[src/rtl/cascade_host_pkg.sv]
// Shared types and frame-size helpers for the cascade stream host.
// Optional checksum feature is enabled by defining CASCADE_STREAM_HOST_CHECKSUM_EN.
package cascade_host_pkg;

    typedef enum logic [1:0] {
        IDLE  = 2'd0,
        RUN   = 2'd1,
        DRAIN = 2'd2,
        DONE  = 2'd3
    } state_t;

    // Two chained valid 3x3 stages each trim one pixel from every border.
    function automatic int calc_n_in(input int img_w, input int img_h);
        return img_w * img_h;
    endfunction

    function automatic int calc_n_out(input int img_w, input int img_h);
        return (img_w - 4) * (img_h - 4);
    endfunction

endpackage

[src/rtl/cascade_host_fifo.sv]
// First-word fall-through FIFO; a push into a full FIFO is accepted when a pop
// happens in the same cycle. Pointers carry one extra wrap bit.
module cascade_host_fifo #(
    parameter int WIDTH = 16,
    parameter int DEPTH = 8
) (
    input  logic             clk,
    input  logic             reset,
    input  logic             flush_i,
    input  logic             push_i,
    input  logic [WIDTH-1:0] wdata_i,
    input  logic             pop_i,
    output logic [WIDTH-1:0] rdata_o,
    output logic             empty_o,
    output logic             full_o
);

    localparam int AW = $clog2(DEPTH);

    logic [WIDTH-1:0] mem_q [DEPTH];
    logic [AW:0]      wr_ptr_q, wr_ptr_d;
    logic [AW:0]      rd_ptr_q, rd_ptr_d;
    logic             do_push;
    logic             do_pop;

    assign empty_o = (wr_ptr_q == rd_ptr_q);
    assign full_o  = (wr_ptr_q[AW] != rd_ptr_q[AW]) &&
                     (wr_ptr_q[AW-1:0] == rd_ptr_q[AW-1:0]);
    assign do_pop  = pop_i && !empty_o;
    assign do_push = push_i && (!full_o || do_pop);
    assign rdata_o = mem_q[rd_ptr_q[AW-1:0]];

    always_comb begin
        wr_ptr_d = wr_ptr_q;
        rd_ptr_d = rd_ptr_q;
        if (flush_i) begin
            wr_ptr_d = '0;
            rd_ptr_d = '0;
        end else begin
            if (do_push) wr_ptr_d = wr_ptr_q + 1'b1;
            if (do_pop)  rd_ptr_d = rd_ptr_q + 1'b1;
        end
    end

    always_ff @(posedge clk) begin
        if (reset) begin
            wr_ptr_q <= '0;
            rd_ptr_q <= '0;
        end else begin
            wr_ptr_q <= wr_ptr_d;
            rd_ptr_q <= rd_ptr_d;
        end
    end

    always_ff @(posedge clk) begin
        if (do_push) mem_q[wr_ptr_q[AW-1:0]] <= wdata_i;
    end

endmodule

[src/rtl/cascade_stream_host.sv]
// Host-side responder for an accelerator's read-enable / write-valid stream pair.
// Define CASCADE_STREAM_HOST_CHECKSUM_EN to build the output checksum adder.
module cascade_stream_host
    import cascade_host_pkg::*;
#(
    parameter int WIDTH      = 16,
    parameter int IMG_W      = 64,
    parameter int IMG_H      = 64,
    parameter int FIFO_DEPTH = 8
) (
    input  logic             clk,
    input  logic             reset,
    input  logic             start,
    input  logic [WIDTH-1:0] s_data,
    input  logic             s_valid,
    output logic             s_ready,
    input  logic             acc_read_en,
    output logic [WIDTH-1:0] acc_read_data,
    input  logic             acc_write_valid,
    input  logic [WIDTH-1:0] acc_write_data,
    output logic [WIDTH-1:0] m_data,
    output logic             m_valid,
    input  logic             m_ready,
    output logic             busy,
    output logic             done,
    output logic             underflow,
    output logic             overflow,
    output logic [WIDTH-1:0] checksum,
    output logic [1:0]       state_dbg
);

    localparam int N_IN  = calc_n_in(IMG_W, IMG_H);
    localparam int N_OUT = calc_n_out(IMG_W, IMG_H);
    localparam int CNT_W = $clog2(N_IN + 1);

    state_t           state_q, state_d;
    logic [CNT_W-1:0] in_cnt_q, in_cnt_d;
    logic [CNT_W-1:0] out_cnt_q, out_cnt_d;
    logic             underflow_q, underflow_d;
    logic             overflow_q, overflow_d;
    logic [WIDTH-1:0] held_q, held_d;

    logic             run;
    logic             start_ok;
    logic             in_push, in_pop, in_empty, in_full;
    logic             out_push, out_pop, out_empty, out_full;
    logic             wr_attempt;
    logic [WIDTH-1:0] in_head;

    assign run        = (state_q == RUN);
    assign start_ok   = (state_q == IDLE) && start;
    assign wr_attempt = run && acc_write_valid;

    // Valid/ready: a transfer happens in exactly the cycle where both are high;
    // ready may depend on a same-cycle pop so a full FIFO can stream through.
    assign in_pop   = run && acc_read_en && !in_empty;
    assign s_ready  = run && (in_cnt_q < CNT_W'(N_IN)) && (!in_full || in_pop);
    assign in_push  = s_valid && s_ready;
    assign m_valid  = !out_empty;
    assign out_pop  = m_valid && m_ready;
    assign out_push = wr_attempt && (!out_full || out_pop);

    assign acc_read_data = in_empty ? held_q : in_head;
    assign busy          = (state_q != IDLE);
    assign done          = (state_q == DONE);
    assign underflow     = underflow_q;
    assign overflow      = overflow_q;
    assign state_dbg     = state_q;

    cascade_host_fifo #(.WIDTH(WIDTH), .DEPTH(FIFO_DEPTH)) u_in_fifo (
        .clk     (clk),
        .reset   (reset),
        .flush_i (start_ok),
        .push_i  (in_push),
        .wdata_i (s_data),
        .pop_i   (in_pop),
        .rdata_o (in_head),
        .empty_o (in_empty),
        .full_o  (in_full)
    );

    cascade_host_fifo #(.WIDTH(WIDTH), .DEPTH(FIFO_DEPTH)) u_out_fifo (
        .clk     (clk),
        .reset   (reset),
        .flush_i (start_ok),
        .push_i  (out_push),
        .wdata_i (acc_write_data),
        .pop_i   (out_pop),
        .rdata_o (m_data),
        .empty_o (out_empty),
        .full_o  (out_full)
    );

    always_comb begin
        state_d = state_q;
        case (state_q)
            IDLE:    if (start) state_d = RUN;
            RUN:     if (out_cnt_q == CNT_W'(N_OUT)) state_d = DRAIN;
            DRAIN:   if (out_empty) state_d = DONE;
            DONE:    state_d = IDLE;
            default: state_d = IDLE;
        endcase
    end

    always_comb begin
        in_cnt_d    = in_cnt_q;
        out_cnt_d   = out_cnt_q;
        underflow_d = underflow_q;
        overflow_d  = overflow_q;
        held_d      = in_empty ? held_q : in_head;
        if (start_ok) begin
            in_cnt_d    = '0;
            out_cnt_d   = '0;
            underflow_d = 1'b0;
            overflow_d  = 1'b0;
        end else begin
            if (in_push)                           in_cnt_d    = in_cnt_q + 1'b1;
            if (wr_attempt)                        out_cnt_d   = out_cnt_q + 1'b1;
            if (run && acc_read_en && in_empty)    underflow_d = 1'b1;
            if (wr_attempt && !out_push)           overflow_d  = 1'b1;
        end
    end

    always_ff @(posedge clk) begin
        if (reset) begin
            state_q     <= IDLE;
            in_cnt_q    <= '0;
            out_cnt_q   <= '0;
            underflow_q <= 1'b0;
            overflow_q  <= 1'b0;
            held_q      <= '0;
        end else begin
            state_q     <= state_d;
            in_cnt_q    <= in_cnt_d;
            out_cnt_q   <= out_cnt_d;
            underflow_q <= underflow_d;
            overflow_q  <= overflow_d;
            held_q      <= held_d;
        end
    end

`ifdef CASCADE_STREAM_HOST_CHECKSUM_EN
    logic [WIDTH-1:0] checksum_q, checksum_d;

    always_comb begin
        checksum_d = checksum_q;
        if (start_ok)      checksum_d = '0;
        else if (out_push) checksum_d = checksum_q + acc_write_data;
    end

    always_ff @(posedge clk) begin
        if (reset) checksum_q <= '0;
        else       checksum_q <= checksum_d;
    end

    assign checksum = checksum_q;
`else
    assign checksum = '0;
`endif

endmodule
[config.mk]
export PLATFORM = sky130hd
export DESIGN_NAME = cascade_stream_host
export DESIGN_NICKNAME = d
export VERILOG_FILES = /design/src/rtl/cascade_host_pkg.sv /design/src/rtl/cascade_host_fifo.sv /design/src/rtl/cascade_stream_host.sv
export SDC_FILE = /design/constraint.sdc
export NUM_CORES = 1
export LEC_CHECK = 0
export ABC_CLOCK_PERIOD_IN_PS = 6950
export BUFFER_PORTS_ARGS = -buffer_cell sky130_fd_sc_hd__buf_2
export CORE_MARGIN = 1
export CORE_UTILIZATION = 32
export DETAILED_ROUTE_END_ITERATION = 12
export HOLD_SLACK_MARGIN = 0.12
export PLACE_DENSITY = 0.52
export REMOVE_ABC_BUFFERS = 1
export SYNTH_ARGS = -nofsm -noshare
export SYNTH_HDL_FRONTEND = slang
export SYNTH_SLANG_ARGS = --single-unit
[constraint.sdc]
create_clock -name clk -period 6.95 [get_ports clk]
set_input_delay 1.0425 -clock clk [delete_from_list [all_inputs] [get_ports clk]]
set_output_delay 1.0425 -clock clk [all_outputs]
set_load 0.03 [all_outputs]
Word level (Yosys, flattened, before mapping)
Memory sizes are Yosys's and may differ from the RTL's. A register that Yosys moved wholly into a read port is not among the register bits.
Cells that the tools add are included.

cells by class
  $add $sub $neg = 6
  order comparisons = 1
  equality and inequality tests = 13
  muxes and demuxes = 13
  reduce and logical (&&, ||, !) cells = 30

operator list
  operator                                                            number
  13-bit by 1-bit adder with 13-bit output (second input constant)    2
  1-bit logical AND                                                   17
  4-bit by 1-bit adder with 4-bit output (second input constant)      4
  16-bit 2-to-1 mux                                                   1
  13-bit by 12-bit == test with 1-bit output (second input constant)  1
  13-bit less-than comparator (second input constant)                 1
  3-bit 2-to-1 mux                                                    4
  4-bit == test                                                       2
  2-bit one-hot mux with 4 select lines                               1
  3-bit == test                                                       2
  2-bit 2-to-1 mux                                                    3
  1-bit logical NOT                                                   5
  2-bit == test (second input constant)                               2
  1-bit logical OR                                                    4
  1-bit 2-to-1 mux                                                    4
  2-bit by 1-bit != test with 1-bit output (second input constant)    2
  3-bit AND reduction                                                 1
  2-bit by 1-bit == test with 1-bit output (second input constant)    1
  2-bit logical NOT                                                   1
  1-bit != test                                                       2
  2-bit != test (second input constant)                               1
  2-bit nonzero test                                                  1
  2-bit OR reduction                                                  1

word-level totals
  register bits = 62
  memory bits (writable) = 256
  output and inout port bits = 56
  logic and storage cells = 75
  memories = 2

memories
  name              words  bits a word  read ports  clocked after memory_dff  wr ports  RTL line                 source
  u_in_fifo.mem_q   8      16           1           1                         1         cascade_host_fifo.sv:20  logic [WIDTH-1:0] mem_q [DEPTH];
  u_out_fifo.mem_q  8      16           1           1                         1         cascade_host_fifo.sv:20

Logic depth before layout (Yosys ltp)
Gate-level depths: netlist of run 1.

  word-level depth = 9
  gate-level depth with buffers = 8

Cells and area by module
Synthesis of run 1 repeated with hierarchy kept, for this count alone.

unflattened totals
  cell total of the unflattened synthesis = 768
  area, all modules = 13,180.1 um^2

modules (own cells, without submodules)
  module                          times used  cells each  area an instance (um^2)  seq. area each (um^2)
  cascade_host_fifo (u_out_fifo)  1           260         5,457.7                  4,063.9
  cascade_host_fifo (u_in_fifo)   1           260         5,450.2                  4,063.9
  cascade_stream_host             1           248         2,272.2                  920.9

Least setup slack after synthesis of run 1
OpenSTA, ideal clock, no wires.

  path kind = in2reg
  start point = input port m_ready
  end point = memory u_out_fifo.mem_q[2][0], enable pin
  arrival = 3.244 ns
  data required time = 6.519 ns
  path slack = 3.276 ns
  stages = 3
  path through = nor2_1 > a21oi_1 > nor4bb_1

between the ends
  cells in the longest elaborated chain, start to end = 6
  elaborated cells on any way between the ends = 8
  those cells by class = mux: 2; reduce/logical: 6

RTL lines
  item                                                   RTL line                                            source
  start, declared                                        cascade_stream_host.sv:23                           input logic m_ready,
  1-bit logical AND *                                    cascade_stream_host.sv:60                           assign out_pop = m_valid && m_ready;
  1-bit logical OR or 1-bit logical AND (tied branches)  cascade_stream_host.sv:61, cascade_host_fifo.sv:29
  1-bit logical AND or 1-bit logical OR (tied branches)  cascade_stream_host.sv:61, cascade_host_fifo.sv:30
  1-bit logical AND *                                    cascade_host_fifo.sv:30                             assign do_push = push_i && (!full_o || do_pop);
  1-bit 2-to-1 mux *                                     cascade_host_fifo.sv:56                             if (do_push) mem_q[wr_ptr_q[AW-1:0]] <= wdata_i;
  1-bit 2-to-1 mux (implied by the code) *               cascade_host_fifo.sv:56
  end, declared                                          cascade_host_fifo.sv:20

Every way passes the cells marked *; elsewhere a longest branch is shown, timed or not.

==> results of run 1 <==
==> cell families after synthesis <==
group                      count (synthesis)  share of synthesized area
adders and majority gates                 12                     0.0115
muxes                                     96                      0.137
AOI/OAI and AO/OA                         72                     0.0377
DFF                                      324                      0.695
other                                      1                   0.000288
buffers and inverters                     73                     0.0268
and+or+nand+nor                          200                     0.0801
xor gates and xnor gates                  17                     0.0114
==> flip-flops by register name (all words and copies together), names as in the netlist, named ones only <==
register	flops
held_q	16
in_cnt_q	13
out_cnt_q	13
overflow	1
state_dbg	2
u_in_fifo.mem_q	128
u_in_fifo.rd_ptr_q	4
u_in_fifo.wr_ptr_q	4
u_out_fifo.mem_q	128
u_out_fifo.rd_ptr_q	4
u_out_fifo.wr_ptr_q	4
underflow	1
==> power breakdown <==
group / switching, uW / internal, uW / total (uW)
Combinational: 457 / 220 / 678
Sequential: 33.6 / 2170 / 2200
Clock: 770 / 1090 / 1860
==> metrics by stage <==
| step | power, uW | area (um^2) | hold WS, ns | setup WS, ns |
|---|---|---|---|---|
| after floorplan | 2710 | 12800 | 0.435 | 2.98 |
| after global placement | 2930 | 14000 | 0.445 | 3.36 |
| after detailed placement | 2940 | 14000 | 0.455 | 3.36 |
| after CTS | 4820 | 15100 | 0.464 | 2.79 |
| after global routing | 4940 | 15100 | 0.486 | 2.57 |
| final | 4740 | 15100 | 0.458 | 2.83 |
==> synthesized netlist by cell type (8+ instances only) <==
library cell / count / share of area
mux2i_1: 16 / 0.012
nor2_1: 51 / 0.015
buf_4: 16 / 0.0092
nand4_1: 12 / 0.0058
a211oi_1: 21 / 0.012
nand3_1: 13 / 0.0050
dfxtp_1: 68 / 0.10
o21ai_0: 10 / 0.0038
inv_1: 13 / 0.0037
nand2b_1: 12 / 0.0058
edfxtp_1: 256 / 0.59
ha_1: 12 / 0.012
mux4_2: 64 / 0.11
nand2_1: 41 / 0.012
nor2b_1: 17 / 0.0082
clkbuf_1: 27 / 0.0078
a21oi_1: 21 / 0.0081
xor2_1: 8 / 0.0054
mux2_2: 16 / 0.014
buf_2: 11 / 0.0042
nor3_1: 16 / 0.0062
xnor2_1: 9 / 0.0061
==> worst max path at each step <==
stage | endpoint | slack, ns
floorplan | u_in_fifo.mem_q[2][0]$_DFFE_PP_ | 2.98
global placement | acc_read_data[10] | 3.36
detailed placement | acc_read_data[10] | 3.36
CTS | acc_read_data[9] | 2.79
global route | acc_read_data[10] | 2.57
finish | acc_read_data[10] | 2.83
==> layout by cell type, fill, tap and decap left out, drive strengths merged, types with 17 or more instances in the layout <==
master  Yosys  layout
edfxtp    256     256
buf        32      92
dfxtp      68      68
mux4       64      64
nor2       51      51
clkbuf     28      42
nand2      41      41
a211oi     21      21
a21oi      21      21
nor2b      17      17
==> layout make-up <==
class                           instances  area share
Multi-Input combinational cell        413       0.246
Sequential cell                       324       0.598
Timing Repair Buffer                   92      0.0327
Tap cell                              525      0.0434
Clock inverter                         23      0.0145
Antenna cell                            1    0.000165
Inverter                               13     0.00322
Clock buffer                           42      0.0624
==> worst min-delay path: cells and delay by family, from the launching register on <==
family           cells  cell delay [ns]
and+or+nand+nor      1             0.05
DFF                  1             0.31
muxes                1             0.05
==> routing by layer <==
metal	track usage	vias to the layer above	share of wire	routed length [um]
li1	-	3241	-	-
met1	0.167	3454	0.46	12000
met2	0.220	112	0.48	12700
met3	0.0278	44	0.043	1130
met4	0.0365	4	0.020	534
met5	0	-	0.0010	27
==> flow_metrics.py, run 1 <==
metrics = {
    "status": {
        "status": "finished clean",
    },
    "min_path": {
        "hold_start": "in_cnt_q[10]$_SDFFE_PP0P_",
        "hold-path-endpoint": "in_cnt_q[10]$_SDFFE_PP0P_",
        "min_path_type": "flop to flop",
        "holdPathStages": 2,
    },
    "sta": {
        "min_period_ns": 4.12,
        "tightest_slew_ns": 1.10,
        "fmaxAchievable_ghz": 0.243,
        "finClkSkew_ns": 0.0195,
        "grt_setup_unrepaired": "no",
        "finalHoldViolations": 0,
        "maxSlewHeadroom": 0.266,
        "tns_ns": 0,
        "setup_viol": 0,
        "fin_crit_sh": 0.593,
        "slew_violations": 0,
    },
    "layout": {
        "finalNonFillerCells": 1433,
        "num-fill-cells": 3676,
        "syn_to_final_growth_pct": 16.4,
        "fin_util": 0.380,
        "drive_gt1_frac": 0.259,
        "finalNetCount": 932,
        "regArea_um2": 9050,
        "multi_input_area_um2": 3730,
    },
    "setup_path": {
        "critical_path_depth": 6,
        "cp.arrival_ns": 3.08,
        "rr_startpoint": "state_dbg[1]$_SDFFE_PP0P_",
        "slowest_delay_ns": 0.62,
        "path_max_fanout": 20,
        "crit_family": "buffers and inverters",
        "end_kind": "output port",
        "critPathSlowestCell": "dfxtp_2",
        "worstSetupStartpointType": "flop",
        "path_cells": "buf_4, mux4_2, nor2b_1, a211oi_1, nor2_1, buf_2",
        "r2r_slack_ns": 3.55,
        "critPathRequiredTime_ns": 5.91,
        "cp_num_buf_inv": 2,
        "rr_endpoint": "u_in_fifo.mem_q[6][11]$_DFFE_PP_",
        "reg2reg_depth": 6,
        "path_class": "flop to output port",
    },
    "clock_tree": {
        "holdBufCountCts": 0,
        "path_clk_slew_ns": 0.06,
        "cts_tree": "done",
        "htree_num_levels": 2,
        "cts_buffer_depth": 3,
        "cts_buffers": 37,
        "cts.repair.resized": 0,
        "cts_setup_buffers": 0,
        "clock-root-buffer": "clkbuf_16",
        "worstSkewPairLatency_ns": 0.53,
        "cts.sinks": 324,
    },
    "pwr": {
        "power_density_nw_per_um2": 313,
        "p_leak_uw": 0.00494,
        "ir_drop_mv": 0.208,
    },
    "grt": {
        "grt_max_degree": 41,
        "antenna_found_initial": 2,
        "track_usage": 0.130,
        "overflow": 0,
        "grt_pass1_wl_um": 41100,
        "grt_pass1_vias": 7082,
    },
    "routing": {
        "avgViaCountPerCell": 4.78,
        "drc": 0,
        "num_vias": 6855,
        "drtIter0Drc": 282,
        "wl_um": 26400,
        "detail-route-antenna-nets": 0,
        "wire_per_inst_um": 18.4,
        "dr.pass1.iters": 4,
    },
    "floorplan": {
        "rows": 73,
        "initial_core_util": 0.326,
        "pin_count": 95,
        "die-area_um2": 41500,
        "die_y_um": 204,
        "coreArea_um2": 39900,
        "dieWidth_um": 204,
    },
    "synth": {
        "synth.distinct_cells": 50,
        "ys.flop_type": "edfxtp_1",
        "syn-mean-instance-area_um2": 16.4,
        "yosys_warnings": 0,
        "syn_inst": 795,
        "ys_ff_latch": 324,
        "syn-cell-area_um2": 13000,
        "seq_area_frac_synth": 0.695,
        "synth_edf_count": 256,
        "async_flop_share": 0,
    },
    "place": {
        "dpl.hpwl_um": 15000,
        "gp_congestion": 0.703,
        "portBuffers": 78,
        "dp.cells": 1367,
    },
    "job": {
        "drv_cap": 0,
    },
}
Power figures use the tool's default switching activity.
==> inputs of run 2 (changes only) <==
- ABC_AREA: not set -> 1
- ABC_CLOCK_PERIOD_IN_PS: 6950 -> 4110
- clock period: 6.95 -> 4.11 ns (I/O delays scaled with it)
==> run 2 against run 1 <==
Effect of this change: the flow now finishes with violations (design-rule violations); final area grew 2.8%; count of clock-buffer cells in the layout grew 12; worst setup slack lost 1.8 ns; utilization shrank 0.056 points.
==> flow_metrics.py, run 2 <==
metrics = {
    "synth": {
        "async_flop_share": 0,
        "netlist_top_cells_area": "edfxtp_1 57%, dfxtp_1 10%, nor2_1 6.8%, nand2_1 4.9%, o21ai_0 4.1%",
        "synth_top_area_frac": 0.572,
        "synth_most_common_cell": "edfxtp_1",
        "yosys_warnings": 0,
        "synth_edf_count": 256,
        "syn-mean-instance-area_um2": 11.0,
        "synth_common_cells": "256 x edfxtp_1, 242 x nor2_1, 177 x nand2_1, 110 x o21ai_0, 68 x dfxtp_1",
        "syn_inst": 1222,
        "syn-cell-area_um2": 13400,
        "ys.flop_type": "edfxtp_1",
        "seq_area_frac_synth": 0.673,
        "synth.distinct_cells": 40,
        "ys_ff_latch": 324,
        "yosys.area.top_type": "edfxtp_1",
    },
    "min_path": {
        "min_path_type": "primary input to flop",
    },
    "setup_path": {
        "critPathRequiredTime_ns": 3.49,
        "path_max_fanout": 64,
        "path_class": "flop to output port",
        "cp.arrival_ns": 2.50,
        "rr_startpoint": "state_dbg[1]$_SDFFE_PP0P_",
        "reg2reg_depth": 7,
        "end_kind": "output port",
        "worstSetupStartpointType": "flop",
        "crit_end": "m_data[13]",
        "r2r_slack_ns": 1.51,
        "rr_endpoint": "u_in_fifo.mem_q[2][12]$_DFFE_PP_",
    },
    "sta": {
        "fin_crit_sh": 0.759,
        "finClkSkew_ns": 0.0190,
        "tightest_slew_ns": 1.14,
        "slew_violations": 0,
        "fmaxAchievable_ghz": 0.320,
        "finalHoldViolations": 0,
        "tns_ns": 0,
        "setup_viol": 0,
        "min_period_ns": 3.12,
        "grt_setup_unrepaired": "no",
        "maxSlewHeadroom": 0.241,
    },
    "floorplan": {
        "coreArea_um2": 41100,
        "die-area_um2": 42800,
        "pin_count": 95,
        "initial_core_util": 0.327,
        "dieWidth_um": 207,
        "die_y_um": 207,
        "rows": 74,
    },
    "clock_tree": {
        "cts_tree": "done",
        "cts_buffer_depth": 3,
        "holdBufCountCts": 0,
        "htree_num_levels": 2,
        "cts_setup_buffers": 0,
        "worstSkewPairLatency_ns": 0.53,
        "path_clk_slew_ns": 0.06,
        "cts_buffers": 37,
        "cts.sinks": 324,
        "clock-root-buffer": "clkbuf_16",
        "cts.repair.resized": 0,
    },
    "job": {
        "drv_cap": 0,
    },
    "status": {
        "violations": "design-rule violations",
        "status": "finished with violations",
    },
    "place": {
        "portBuffers": 78,
        "dpl.hpwl_um": 17900,
        "gp_congestion": 0.760,
        "placed_area_um2": 14400,
        "dp.cells": 1792,
    },
    "routing": {
        "wire_per_inst_um": 16.3,
        "num_vias": 8960,
        "detail-route-antenna-nets": 0,
        "wl_um": 30300,
        "drtIter0Drc": 659,
        "avgViaCountPerCell": 4.82,
        "drc": 3,
        "dr.pass1.iters": 11,
    },
    "grt": {
        "overflow": 0,
        "track_usage": 0.142,
        "grt_pass1_wl_um": 47400,
        "antenna_found_initial": 1,
        "grt_pass1_vias": 8606,
        "grt_max_degree": 65,
    },
    "pwr": {
        "ir_drop_mv": 0.309,
        "p_int_uw": 5960,
        "seq_power_share": 0.450,
        "power_density_nw_per_um2": 534,
        "switching_share": 0.284,
        "p_leak_uw": 0.00552,
        "p_clk_frac": 0.385,
        "combinationalPowerShare": 0.164,
        "switchingPower_uw": 2360,
    },
    "layout": {
        "final_cell_mix": "256 x edfxtp_1, 235 x nor2_1, 177 x nand2_1",
        "finalNetCount": 1350,
        "fin_util": 0.379,
        "antenna_cells": 0,
        "drive_gt1_frac": 0.146,
        "finalNonFillerCells": 1858,
        "num-fill-cells": 4037,
        "final_area_um2": 15600,
        "final_common_cell": "edfxtp_1",
        "syn_to_final_growth_pct": 15.9,
    },
}
-- run 2: logic make-up (layout without fill, tap and decap cells) --
| kind of cell | Yosys count | count (layout) | synth area share |
|---|---|---|---|
| buf+inv | 129 | 218 | 0.0445 |
| compound gates | 226 | 226 | 0.100 |
| xor+xnor | 18 | 18 | 0.0123 |
| flops | 324 | 324 | 0.673 |
| fa+ha+maj | 12 | 12 | 0.0112 |
| simple gates | 512 | 512 | 0.159 |
| other cells | 1 | 16 | 0.000279 |
-- run 2: layer usage --
layer,global-route usage,share of wire
met1,0.191,0.47
met2,0.235,0.46
met3,0.0237,0.039
met4,0.0438,0.021
met5,0,0.00043
-- run 2: final cells by class --
type	count	area, um^2	area share
sequential	324	9050	0.581
multi-input combinational	784	3920	0.251
clock buffer	54	1060	0.0681
tap	532	666	0.0427
timing repair buffer	101	576	0.0369
inverter	51	193	0.0124
clock inverter	12	115	0.00739
-- run 2: worst max-delay path, stage by stage (launching register included) --
cell     delay [ns]
dfxtp_2        1.04
o21ai_0        0.26
o32ai_1        0.18
nand2_1        0.08
nand2_1        0.13
buf_2          0.21
-- run 2: how the worst min path moves through the flow --
stage | start | slack, ns | end | cells past startpoint
CTS | acc_write_data[2] | 0.35 | u_out_fifo.mem_q[2][2]$_DFFE_PP_ | 1
floorplan | held_q[0]$_SDFF_PP0_ | 0.45 | held_q[0]$_SDFF_PP0_ | 2
detailed placement | held_q[15]$_SDFF_PP0_ | 0.46 | held_q[15]$_SDFF_PP0_ | 2
global route | acc_write_data[6] | 0.37 | u_out_fifo.mem_q[1][6]$_DFFE_PP_ | 1
global placement | held_q[13]$_SDFF_PP0_ | 0.46 | held_q[13]$_SDFF_PP0_ | 2
finish | acc_write_data[0] | 0.36 | u_out_fifo.mem_q[4][0]$_DFFE_PP_ | 1
-- run 2: power groups by stage --
stage / clock [uW] / sequential [uW] / combinational, uW
after floorplan: 0 / 3840 / 891
after global placement: 0 / 3820 / 1370
after detailed placement: 0 / 3820 / 1380
after CTS: 3300 / 3750 / 1390
after global routing: 3420 / 3770 / 1520
final: 3210 / 3750 / 1370
-- run 2: through the flow --
stage / setup slack (ns) / total power [uW] / hold slack, ns
after floorplan: 0.756 / 4730 / 0.446
after global placement: 1.47 / 5190 / 0.461
after detailed placement: 1.42 / 5200 / 0.464
after CTS: 0.927 / 8440 / 0.347
after global routing: 0.741 / 8700 / 0.367
final: 0.989 / 8330 / 0.363
